**src/rtl/eth_stats_poller.sv**
```systemverilog
// AXI4-Lite master that latches one statistics collector and streams
// num_regs consecutive register words out as a single AXI-Stream packet.
module eth_stats_poller #(
  parameter int          axi_width  = 32,
  parameter int          num_regs   = 8,
  parameter logic [11:0] base_addr  = 12'h010,
  parameter logic [11:0] ctrl_addr  = 12'h000,
  parameter logic [63:0] ctrl_value = 64'd1,
  parameter int          period     = 0
) (
  input  logic                   clk,
  input  logic                   rst,
  input  logic                   trigger,
  output logic                   busy,
  output logic [15:0]            missed_count,
  output logic [15:0]            err_count,

  output logic [11:0]            m_axi_awaddr,
  output logic [2:0]             m_axi_awprot,
  output logic                   m_axi_awvalid,
  input  logic                   m_axi_awready,

  output logic [axi_width-1:0]   m_axi_wdata,
  output logic [axi_width/8-1:0] m_axi_wstrb,
  output logic                   m_axi_wvalid,
  input  logic                   m_axi_wready,

  input  logic [1:0]             m_axi_bresp,
  input  logic                   m_axi_bvalid,
  output logic                   m_axi_bready,

  output logic [11:0]            m_axi_araddr,
  output logic [2:0]             m_axi_arprot,
  output logic                   m_axi_arvalid,
  input  logic                   m_axi_arready,

  input  logic [axi_width-1:0]   m_axi_rdata,
  input  logic [1:0]             m_axi_rresp,
  input  logic                   m_axi_rvalid,
  output logic                   m_axi_rready,

  output logic [axi_width-1:0]   m_axis_tdata,
  output logic                   m_axis_tuser,
  output logic                   m_axis_tlast,
  output logic                   m_axis_tvalid,
  input  logic                   m_axis_tready
);

  localparam logic [2:0] IDLE = 3'd0;
  localparam logic [2:0] WR   = 3'd1;
  localparam logic [2:0] WB   = 3'd2;
  localparam logic [2:0] RA   = 3'd3;
  localparam logic [2:0] RD   = 3'd4;
  localparam logic [2:0] OUT  = 3'd5;

  localparam logic [31:0] STRIDE = 32'(axi_width / 8);
  localparam logic [4:0]  LAST   = 5'(num_regs - 1);
  localparam logic [31:0] TLIM   = (period > 0) ? 32'(period - 1) : 32'd0;

  logic [2:0]           r_state;
  logic [4:0]           r_idx;
  logic [31:0]          r_timer;
  logic [15:0]          r_missed;
  logic [15:0]          r_err;
  logic [11:0]          r_awaddr;
  logic                 r_awvalid;
  logic [axi_width-1:0] r_wdata;
  logic                 r_wvalid;
  logic [11:0]          r_araddr;
  logic                 r_arvalid;
  logic [axi_width-1:0] r_tdata;
  logic                 r_tuser;
  logic                 r_tlast;
  logic                 r_tvalid;

  logic w_expire;
  logic w_start;
  logic w_aw_done;
  logic w_w_done;
  logic w_b_err;
  logic w_r_err;
  logic w_err_inc;

  function automatic logic [11:0] f_addr(input logic [4:0] idx);
    logic [31:0] a;
    a = {20'd0, base_addr} + ({27'd0, idx} * STRIDE);
    return a[11:0];
  endfunction

  assign w_expire  = (period != 0) && (r_timer == TLIM);
  assign w_start   = trigger | w_expire;
  assign w_aw_done = !r_awvalid || m_axi_awready;
  assign w_w_done  = !r_wvalid || m_axi_wready;
  assign w_b_err   = (r_state == WB) && m_axi_bvalid
                     && (m_axi_bresp != 2'b00);
  assign w_r_err   = (r_state == RD) && m_axi_rvalid
                     && (m_axi_rresp != 2'b00);
  assign w_err_inc = w_b_err | w_r_err;

  always_ff @(posedge clk) begin
    if (rst) begin
      r_timer <= '0;
    end else if (period != 0) begin
      r_timer <= w_expire ? 32'd0 : r_timer + 32'd1;
    end
  end

  always_ff @(posedge clk) begin
    if (rst) begin
      r_missed <= '0;
      r_err    <= '0;
    end else begin
      if (w_start && (r_state != IDLE) && (r_missed != 16'hFFFF))
        r_missed <= r_missed + 16'd1;
      if (w_err_inc && (r_err != 16'hFFFF))
        r_err <= r_err + 16'd1;
    end
  end

  always_ff @(posedge clk) begin
    if (rst) begin
      r_state   <= IDLE;
      r_idx     <= '0;
      r_awaddr  <= '0;
      r_awvalid <= 1'b0;
      r_wdata   <= '0;
      r_wvalid  <= 1'b0;
      r_araddr  <= '0;
      r_arvalid <= 1'b0;
      r_tdata   <= '0;
      r_tuser   <= 1'b0;
      r_tlast   <= 1'b0;
      r_tvalid  <= 1'b0;
    end else begin
      unique case (r_state)
        IDLE: begin
          if (w_start) begin
            r_state   <= WR;
            r_awaddr  <= ctrl_addr;
            r_wdata   <= ctrl_value[axi_width-1:0];
            r_awvalid <= 1'b1;
            r_wvalid  <= 1'b1;
          end
        end
        WR: begin
          // AW and W retire independently; B is awaited only after both
          if (m_axi_awready) r_awvalid <= 1'b0;
          if (m_axi_wready)  r_wvalid  <= 1'b0;
          if (w_aw_done && w_w_done) r_state <= WB;
        end
        WB: begin
          if (m_axi_bvalid) begin
            if (m_axi_bresp == 2'b00) begin
              r_state   <= RA;
              r_idx     <= '0;
              r_araddr  <= f_addr(5'd0);
              r_arvalid <= 1'b1;
            end else begin
              r_state <= IDLE;
            end
          end
        end
        RA: begin
          if (m_axi_arready) begin
            r_arvalid <= 1'b0;
            r_state   <= RD;
          end
        end
        RD: begin
          if (m_axi_rvalid) begin
            r_tdata  <= m_axi_rdata;
            r_tuser  <= (m_axi_rresp != 2'b00);
            r_tlast  <= (r_idx == LAST);
            r_tvalid <= 1'b1;
            r_state  <= OUT;
          end
        end
        OUT: begin
          if (m_axis_tready) begin
            r_tvalid <= 1'b0;
            if (r_tlast) begin
              r_state <= IDLE;
            end else begin
              r_idx     <= r_idx + 5'd1;
              r_araddr  <= f_addr(r_idx + 5'd1);
              r_arvalid <= 1'b1;
              r_state   <= RA;
            end
          end
        end
        default: r_state <= IDLE;
      endcase
    end
  end

  assign busy          = (r_state != IDLE);
  assign missed_count  = r_missed;
  assign err_count     = r_err;

  assign m_axi_awaddr  = r_awaddr;
  assign m_axi_awprot  = 3'b000;
  assign m_axi_awvalid = r_awvalid;
  assign m_axi_wdata   = r_wdata;
  assign m_axi_wstrb   = '1;
  assign m_axi_wvalid  = r_wvalid;
  assign m_axi_bready  = (r_state == WB);
  assign m_axi_araddr  = r_araddr;
  assign m_axi_arprot  = 3'b000;
  assign m_axi_arvalid = r_arvalid;
  assign m_axi_rready  = (r_state == RD);

  assign m_axis_tdata  = r_tdata;
  assign m_axis_tuser  = r_tuser;
  assign m_axis_tlast  = r_tlast;
  assign m_axis_tvalid = r_tvalid;

endmodule

```
**config.mk**
```make
export PLATFORM = sky130hd
export DESIGN_NAME = eth_stats_poller
export DESIGN_NICKNAME = d
export VERILOG_FILES = /design/src/rtl/eth_stats_poller.sv
export SDC_FILE = /design/constraint.sdc
export NUM_CORES = 1
export LEC_CHECK = 0
export BUFFER_PORTS_ARGS = -buffer_cell sky130_fd_sc_hd__buf_2
export CAP_MARGIN = 10
export CORE_MARGIN = 5
export CORE_UTILIZATION = 40
export DETAILED_ROUTE_END_ITERATION = 8
export PLACE_DENSITY = 0.72
export SLEW_MARGIN = 25
export SYNTH_ARGS = -nofsm -noshare
export SYNTH_HDL_FRONTEND = slang
export SYNTH_SLANG_ARGS = --single-unit
export TNS_END_PERCENT = 1
```
**constraint.sdc**
```tcl
create_clock -name clk -period 1.7 [get_ports clk]
set_input_delay 0 -clock clk [delete_from_list [all_inputs] [get_ports clk]]
set_output_delay 0 -clock clk [all_outputs]
set_load 0.02 [all_outputs]
```
## Word-level counts from Yosys, hierarchy flattened

Index checks and enable logic that the tools add are counted.

| storage, ports and cells | value |
|---|---|
| bits in registers | 91 |
| bits of input ports | 45 |
| logic and storage cells | 98 |

| operators by class | value |
|---|---|
| add/subtract/negate cells | 4 |
| eq/ne operators | 18 |
| muxes and demuxes | 33 |
| bitwise logic cells | 1 |
| reductions and logical operators | 29 |

Operators with widths:

| cell | count |
|---|---|
| 2-to-1 mux 12 bit | 4 |
| adder 16 x 1 -> 16 bit (second input constant) | 2 |
| inequality test 16 bit (second input constant) | 2 |
| one-hot mux 12 bit (2 select lines) | 1 |
| 2-to-1 mux 5 bit | 4 |
| 2-to-1 mux 3 bit | 6 |
| inequality test 2 bit (second input constant) | 9 |
| one-hot mux 3 bit (6 select lines) | 1 |
| AND reduction 6 bit | 2 |
| 2-to-1 mux 1 bit | 10 |
| one-hot mux 5 bit (2 select lines) | 1 |
| nonzero test 2 bit | 5 |
| AND reduction 3 bit | 3 |
| adder 5 x 7 -> 8 bit (first input constant) | 1 |
| logical AND 1 bit | 8 |
| equality test 3 x 2 -> 1 bit (second input constant) | 2 |
| equality test 3 bit (second input constant) | 2 |
| one-hot mux 1 bit (2 select lines) | 3 |
| nonzero test 3 bit | 2 |
| adder 5 x 1 -> 5 bit (second input constant) | 1 |
| equality test 5 x 3 -> 1 bit (second input constant) | 1 |
| AND reduction 5 bit | 1 |
| 2-to-1 mux 2 bit | 2 |
| AND reduction 2 bit | 2 |
| other kinds (8) | 10 |

## Logic depth before layout (Yosys ltp)

Gate-level depths: netlist of the first run.

| depth | value |
|---|---|
| depth in word-level cells | 5 |
| depth in mapped cells | 8 |
| gate-level depth less buffers | 5 |

## Worst setup path after synthesis of the first run

Ideal clock, no wire load.

| timing path | value |
|---|---|
| path type | reg2reg |
| from | reg r_err[0], in the netlist err_count[0] |
| to | reg r_err[15], in the netlist err_count[15] |
| arrival time | 1.903 ns |
| slack | -0.324 ns |
| cell stages (with the launch flop) | 8 |
| clock period less this slack | 2.024 ns |
| cells stage by stage | dfxtp_1 -> ha_1 -> and4_1 -> and4_1 -> buf_2 -> buf_2 -> nor4_1 -> mux2_2 |

| on the way | value |
|---|---|
| cells in the longest elaborated chain, start to end | 2 |
| elaborated cells between the ends (all ways) | 3 |
| those cells by class | add/sub: 1; eq/ne: 1; reduce/logical: 1 |

Ends and longest elaborated chain:

| item | RTL line | source |
|---|---|---|
| start, declared | 64 | `logic [15:0] r_err;` |
| start signal, assigned | 116 | `r_err <= r_err + 16'd1;` |
| parallel branches: the longest is 2 deep, another holds adder 16 x 1 -> 16 bit | - |  |

Several ways; the timed one is not identified.
A chain may end at the register's enable or synchronous reset.

## Worst setup path in the final report of the first run

| timing path | value |
|---|---|
| from | reg r_state[1] |
| to | reg r_missed[11], in the netlist missed_count[11] |

| on the way | value |
|---|---|
| cells in the longest elaborated chain, start to end | 3 |

Ends and longest elaborated chain:

| item | RTL line | source |
|---|---|---|
| start, declared | 60 | `logic [2:0] r_state;` |
| start signal, assigned | 122 | `r_state <= IDLE;` |
| start signal, assigned | 138 | `r_state <= WR;` |
| start signal, assigned | 149 | `if (w_aw_done && w_w_done) r_state <= WB;` |
| nonzero test 3 bit | 113 | `if (w_start && (r_state != IDLE) && (r_missed != 16'hFFFF))` |
| logical AND 1 bit (2 in series) | 113 |  |
| end signal, assigned | 114 | `r_missed <= r_missed + 16'd1;` |
| end, declared | 63 | `logic [15:0] r_missed;` |

No other way between the ends.

==> metrics.md, run 1 <==
| Metric | Value |
|---|---|
| Outcome | finished with violations |
| Failing checks | negative setup slack |
| CTS Buf Count | 9 |
| First-pass DRT Iterations | 5 |
| Area contributors post-synth | dfxtp_1 (39%), buf_4 (11%), nand2_1 (8.0%) |
| Register area share after synthesis | 39.14% |
| Post-Layout Cell Count | 863 |
| First-pass GRT wire length | 20.34 mm |
| Unrepaired setup endpoints after global routing | yes |
| Post-synthesis cell type count | 58 |
| CTS tree | built |
| Reg2reg setup slack | -0.01 ns |
| Number of buffers added on ports | 124 |
| Layout Skew | 0.01051 ns |
| Die width | 113.0 µm |
| Post-route cell area | 6103 µm² |
| Worst EP required | 1.99 ns |
| Final setup vio count | 5 |
| DPL Wire Length | 8.910 mm |
| Largest net degree at the start of global routing | 37 |
| Maximum buffer depth of the clock tree | 2 |
| Ys async rst share | 0% |
| Core area | 10320 µm² |
| Cells after synthesis | 517 |
| Inserted Diodes | 0 |
| Maximum clock frequency | 583.8 MHz |
| MaxCap Viol Count | 0 |
| CP Max Fanout | 6 |
| GRT Resource Usage Total | 19.34% |
| Worst relative slew slack | 53.82% |
| Slew @ Worst Pin | 0.6902 ns |
| Ratio of cells with drive above 1 in the final layout | 38.51% |
| Placed cell areas | 5200 µm² |
| Area Overhead vs Synth | 43.77% |
| DR WL/cell | 15.32 µm |
| Ports | 184 |
| Post-synth EDFFs | 0 |
| Routed vias | 4483 |
| Main synth FF type | dfxtp_1 |
| Drt total wl | 13.22 mm |
| Startpoint Class | register |
| First DRT Iteration DRCs | 246 |
| Nets@finish | 771 |
| Worst Setup End Kind | register |
| Worst-skew pair later-pin latency | 0.36 ns |
| Syn. warnings | 0 |
| Cell taking the most area after synthesis | dfxtp_1 |
| Post-DRT Antenna Nets | 0 |
| Initial core utilization | 41.12% |
| Commonest cells in the netlist | nand2_1 (90), dfxtp_1 (83), a21oi_1 (62), buf_4 (61), buf_2 (17) |
| Antenna violations before repair | 0 |
| Placed cell count | 808 |
| Core Rows | 37 |
| Top-area cell type share of the netlist area | 39.14% |
| Max VDD drop | 0.0003497 V |
| PD cells | 860.1 nW/µm² |
| Routability cong. | 0.9195 |
| Remaining global-route overflow | 0 |
| Htree depth | 3 |
| Fin crit share | 100.8% |
| Final Hold Fails | 0 |
| Vias in the first global route | 4287 |
| Worst Hold Class | in2reg |
| Pwr Total | 0.005250 W |
| Die ar. | 12770 µm² |
| WP data arrival | 2.01 ns |
| Routed vias/inst | 5.195 |
| Die Y | 113.0 µm |
| Final Critical Period | 1.713 ns |
| Hold depth | 4 |
| Reg2reg path depth | 5 |
| CTS sink cnt | 83 |
| Most frequent cell after synthesis | nand2_1 |
| Worst Path Class, Setup | reg2reg |
| Clock-pin slew on the worst setup and hold paths | 0.09 ns |
| Leakage | 2.665 nW |
| Root Buffer | clkbuf_8 |
| Synthesized area | 4245 µm² |
| Mean Syn Cell Area | 8.211 µm² |
| Final setup margin | -0.01290 ns |
| DRC | 0 |
| Final count of pins violating max slew | 0 |
| Seq cells post-synth | 83 |
==> critical path: stages, from the launching register on <==
cell and delay (ns):
dfxtp_4 0.38, nor3_2 0.05, or4_4 0.54, buf_6 0.15, or4_4 0.41, a21oi_2 0.12
==> through the flow <==
step                      worst slack [ns]  hold WS (ns)  setup TNS (ns)  util [%]
after CTS                       0.00003397       0.03861               0     57.21
after global routing              -0.07647       0.05502         -0.6935     59.12
after floorplan                    -0.2304        0.1360          -2.630         -
after global placement             -0.1521        0.2403          -1.105     50.37
after detailed placement           -0.2342        0.2470          -2.350     50.37
final                             -0.01290       0.05003        -0.04251     59.12
==> registers in the layout (all words and copies together), names as in the netlist <==
signal,count
m_axis_tvalid,1
err_count,16
m_axi_awvalid,1
m_axi_arvalid,1
m_axis_tlast,1
m_axis_tdata,32
missed_count,16
r_idx,5
m_axi_wdata,1
m_axi_araddr,4
m_axis_tuser,1
r_state,3
m_axi_wvalid,1
==> final cells by class <==
type,instances,area [µm²]
multi-input combinational,391,2420
sequential,83,1687
timing repair buffer,229,1548
tap,136,170.2
inverter,8,30.03
fill,871,4220
clock buffer,10,137.6
clock inverter,6,111.4
==> kinds of logic (layout without fill, tap and decap cells) <==
family          count (synthesis)  after routing  share of synthesized area (%)
compound gates                120            122                          17.95
xor+xnor                        5              5                          1.031
fa+ha+maj                       4              4                          1.179
buf+inv                       102            253                          15.09
flops                          83             83                          39.14
mux                             8              8                          2.034
other cells                     2             59                         0.1769
simple gates                  193            193                          23.40
==> cells in the final DEF, fill, tap and decap left out, types with 10 or more instances in the layout <==
cell and n:
conb_1 59, dfxtp_1 69, nand3_1 13, or4_1 10, a21oi_2 14, clkbuf_8 10
dfxtp_2 11, buf_2 124, nand2_1 90, buf_4 61, a21oi_1 48, o31ai_1 11
dlygate4sd3_1 35, nor2_1 16
==> what timing repair did <==
item / 4_1_cts / 5_1_grt
gates resized for setup: 19 / 47
hold buffers: 35 / 0
gates cloned: 1 / 1
pin swaps: 7 / 15
hold endpoints to repair: 35 / 0
setup endpoints to repair: 53 / 59
buffers inserted: 2 / 0
==> per-layer routing <==
layer	share of wire, %	global-route usage [%]	vias to the layer above
li1	-	-	2127
met1	38	23.40	2108
met2	51	33.33	215
met3	8.1	3.636	33
met4	2.4	8.574	0
met5	0	0	-
==> power by group <==
group | switching, W | internal (W)
Clock | 0.000736 | 0.00102
Combinational | 0.000783 | 0.000612
Sequential | 0.0000668 | 0.00203
Total | 0.00159 | 0.00366
==> path summary, 6_finish.rpt <==
| check | startpoint | endpoint |
|---|---|---|
| max | r_state[1]$_SDFFE_PP0P_ | missed_count[11]$_SDFFE_PP0P_ |
| min | m_axi_arready | m_axi_arvalid$_SDFFE_PP0P_ |
| max reg2reg | r_state[1]$_SDFFE_PP0P_ | missed_count[11]$_SDFFE_PP0P_ |
| min reg2reg | m_axis_tdata[11]$_SDFFE_PP0P_ | m_axis_tdata[11]$_SDFFE_PP0P_ |
Power figures use the tool's default switching activity.
==> run 2: changes to the inputs <==
--- a/config.mk
+++ b/config.mk
@@ -15,4 +15,3 @@
 export SYNTH_ARGS = -nofsm -noshare
 export SYNTH_HDL_FRONTEND = slang
 export SYNTH_SLANG_ARGS = --single-unit
-export TNS_END_PERCENT = 1
==> metrics.md, run 2 (synthesis gave the netlist of run 1 again) <==
| Metric | Value |
|---|---|
| Area Overhead vs Synth | 44.95% |
| Routed vias | 4404 (-1.8%) |
| Unrepaired setup endpoints after global routing | yes |
| Worst-skew pair later-pin latency | 0.37 ns (about the same) |
| DRC | 0 (unchanged) |
| Worst path bufs/invs | 2 (+1) |
| Max reg flops | 32 (unchanged) |
| WP data arrival | 2.00 ns (about the same) |
| Post-route cell area | 6153 µm² (+0.82%) |
| CP max-delay cell | mux2_2 |
| Max VDD drop | 0.0004687 V (+34%) |
| Outcome | finished with violations |
| Final setup vio count | 4 (-1) |
| First DRT Iteration DRCs | 344 (+40%) |
| Maximum clock frequency | 576.6 MHz (-1.2%) |
| Ratio of cells with drive above 1 in the final layout | 38.87% (+0.36 points) |
| Largest net degree at the start of global routing | 38 (+2.7%) |
| Drt total wl | 13.06 mm (-1.2%) |
| Logic pwr share | 26.2% (-0.4 points) |
| Critical Path, Cell by Cell | buf_6 -> nor3b_4 -> buf_6 -> a2bb2oi_4 -> nor4_2 -> mux2_2 |
| CTS sink cnt | 83 (unchanged) |
| Fin Hold WS | 0.03525 ns (-0.01479 ns) |
| Setup TNS | -0.08718 ns (-0.04467 ns) |
| DPL Wire Length | 8.827 mm (-0.93%) |
| Ports | 184 (unchanged) |
| Maximum buffer depth of the clock tree | 2 (unchanged) |
| Most common cell type on the critical path | buf_6 |
| Post-DRT Antenna Nets | 0 (unchanged) |
| Pwr Total | 0.005199 W (-0.97%) |
| Vias in the first global route | 4116 (-4.0%) |
| Final core occ | 59.60% (+0.48 points) |
| Layout Skew | 0.01725 ns (+0.006742 ns) |
| First-pass DRT Iterations | 4 (-1) |
| Worst Hold Class | in2reg |
| Sequential power share | 40.2% (+0.2 points) |
| Fin crit share | 102.0% (+1.3 points) |
| Fillers | 902 (+3.6%) |
| Failing checks | negative setup slack |
| Die width | 113.0 µm (unchanged) |
| CTS tree | built |
| Final Critical Period | 1.734 ns (+0.02139 ns) |
| GRT Resource Usage Total | 18.47% (-0.87 points) |
| Net Sw Power | 0.001635 W (+3.1%) |
| Worst Path Class, Setup | reg2reg |
| Die Y | 113.0 µm (unchanged) |
| Placed cell areas | 5213 µm² (+0.24%) |
| CP Max Fanout | 6 (unchanged) |
| Commonest cells after routing, fill and taps aside | buf_2 (124), nand2_1 (90), buf_4 (62), dfxtp_1 (61), conb_1 (59) |
| Startpoint Class | register |
| Number of buffers added on ports | 124 (unchanged) |
| MaxCap Viol Count | 0 (unchanged) |
| CP top delay family | simple AND/OR/NAND/NOR gates |
| Internal power | 0.003563 W (-2.7%) |
| Die ar. | 12770 µm² (unchanged) |
| Leakage | 2.667 nW (+0.11%) |
| CP max stage delay | 0.38 ns (-0.16 ns) |
| Inserted Diodes | 0 (unchanged) |
| Worst EP required | 1.96 ns (-0.03 ns) |
| Htree depth | 3 (unchanged) |
| Nets@finish | 772 (+0.13%) |
| Final setup margin | -0.03429 ns (-0.02139 ns) |
| PD cells | 844.9 nW/µm² (-1.8%) |
| First-pass GRT wire length | 19.73 mm (-3.0%) |
| DR WL/cell | 15.12 µm (-1.3%) |
| CTS Buf Count | 9 (unchanged) |
| Routed vias/inst | 5.097 (-1.9%) |
| Final count of pins violating max slew | 0 (unchanged) |
| Worst Setup End Kind | register |
| Clock-pin slew on the worst setup and hold paths | 0.10 ns (about the same) |
| Antenna violations before repair | 0 (unchanged) |
| Switching share of power | 31.46% (+1.2 points) |
| Final Hold Fails | 0 (unchanged) |
| Remaining global-route overflow | 0 (unchanged) |
| Core area | 10320 µm² (unchanged) |
| Clock power share | 33.7% (+0.3 points) |
| Commonest non-fill, non-tap cell in the layout | buf_2 |
| Routability cong. | 0.8662 (-5.8%) |
| Core Rows | 37 (unchanged) |
| Root Buffer | clkbuf_8 |
| Initial core utilization | 41.12% (unchanged) |
==> run 2: power groups by stage <==
stage               registers (W)  clock network (W)  logic [W]
floorplan                 0.00219                  0   0.000771
detailed placement        0.00212                  0    0.00115
finish                    0.00209            0.00175    0.00136
CTS                       0.00208            0.00179    0.00122
global placement          0.00211                  0    0.00112
global route              0.00210            0.00186    0.00146
==> run 2: cell type report <==
class / instances / area, µm² / share of cell area (%)
multi-input combinational: 391 / 2432 / 39.53
timing repair buffer: 230 / 1555 / 25.27
inverter: 8 / 30.03 / 0.4880
sequential: 83 / 1719 / 27.94
clock inverter: 6 / 97.59 / 1.586
tap: 136 / 170.2 / 2.765
clock buffer: 10 / 148.9 / 2.420
==> run 2: worst register-to-register path, stage by stage (launching register included) <==
cell	delay, ns
dfxtp_4	0.37
buf_6	0.12
nor3b_4	0.19
buf_6	0.16
a2bb2oi_4	0.09
nor4_2	0.32
mux2_2	0.38
==> run 2: per-stage QoR <==
step / setup slack (ns) / cells
2_1_floorplan: -0.1052 / 574
3_3_place_gp: 0.005505 / 798
3_5_place_dp: -0.1124 / 798
4_1_cts: 0.002101 / 849
5_1_grt: -0.06541 / 864
6_report: -0.03429 / 864
==> run 2: path summary, 6_finish.rpt <==
check,slack [ns],startpoint,depth (start not counted),to
hold reg to reg,0.46,m_axi_araddr[7]$_SDFFE_PP0P_,2,m_axi_araddr[7]$_SDFFE_PP0P_
setup reg to reg,-0.03,r_state[0]$_SDFFE_PP0P_,6,err_count[15]$_SDFFE_PP0P_
setup / recovery,-0.03,r_state[0]$_SDFFE_PP0P_,6,err_count[15]$_SDFFE_PP0P_
hold / removal,0.04,m_axi_arready,4,m_axi_arvalid$_SDFFE_PP0P_
==> run 2: layer usage <==
layer / vias to the layer above / wire (µm) / global-route usage [%]
li1: 2136 / - / -
met1: 2074 / 5389 / 22.29
met2: 175 / 6395 / 32.23
met3: 19 / 1026 / 4.973
met4: 0 / 251 / 5.288
met5: - / 0 / 0
==> run 2: what timing repair did <==
action / in CTS / in global routing
gates resized for setup: 10 / 41
setup endpoints to repair: 18 / 30
setup buffers: 0 / 12
endpoints found under the hold margin: 35 / 0
hold buffers: 35 / 0
pin swaps: 2 / 9
cloned: 0 / 3
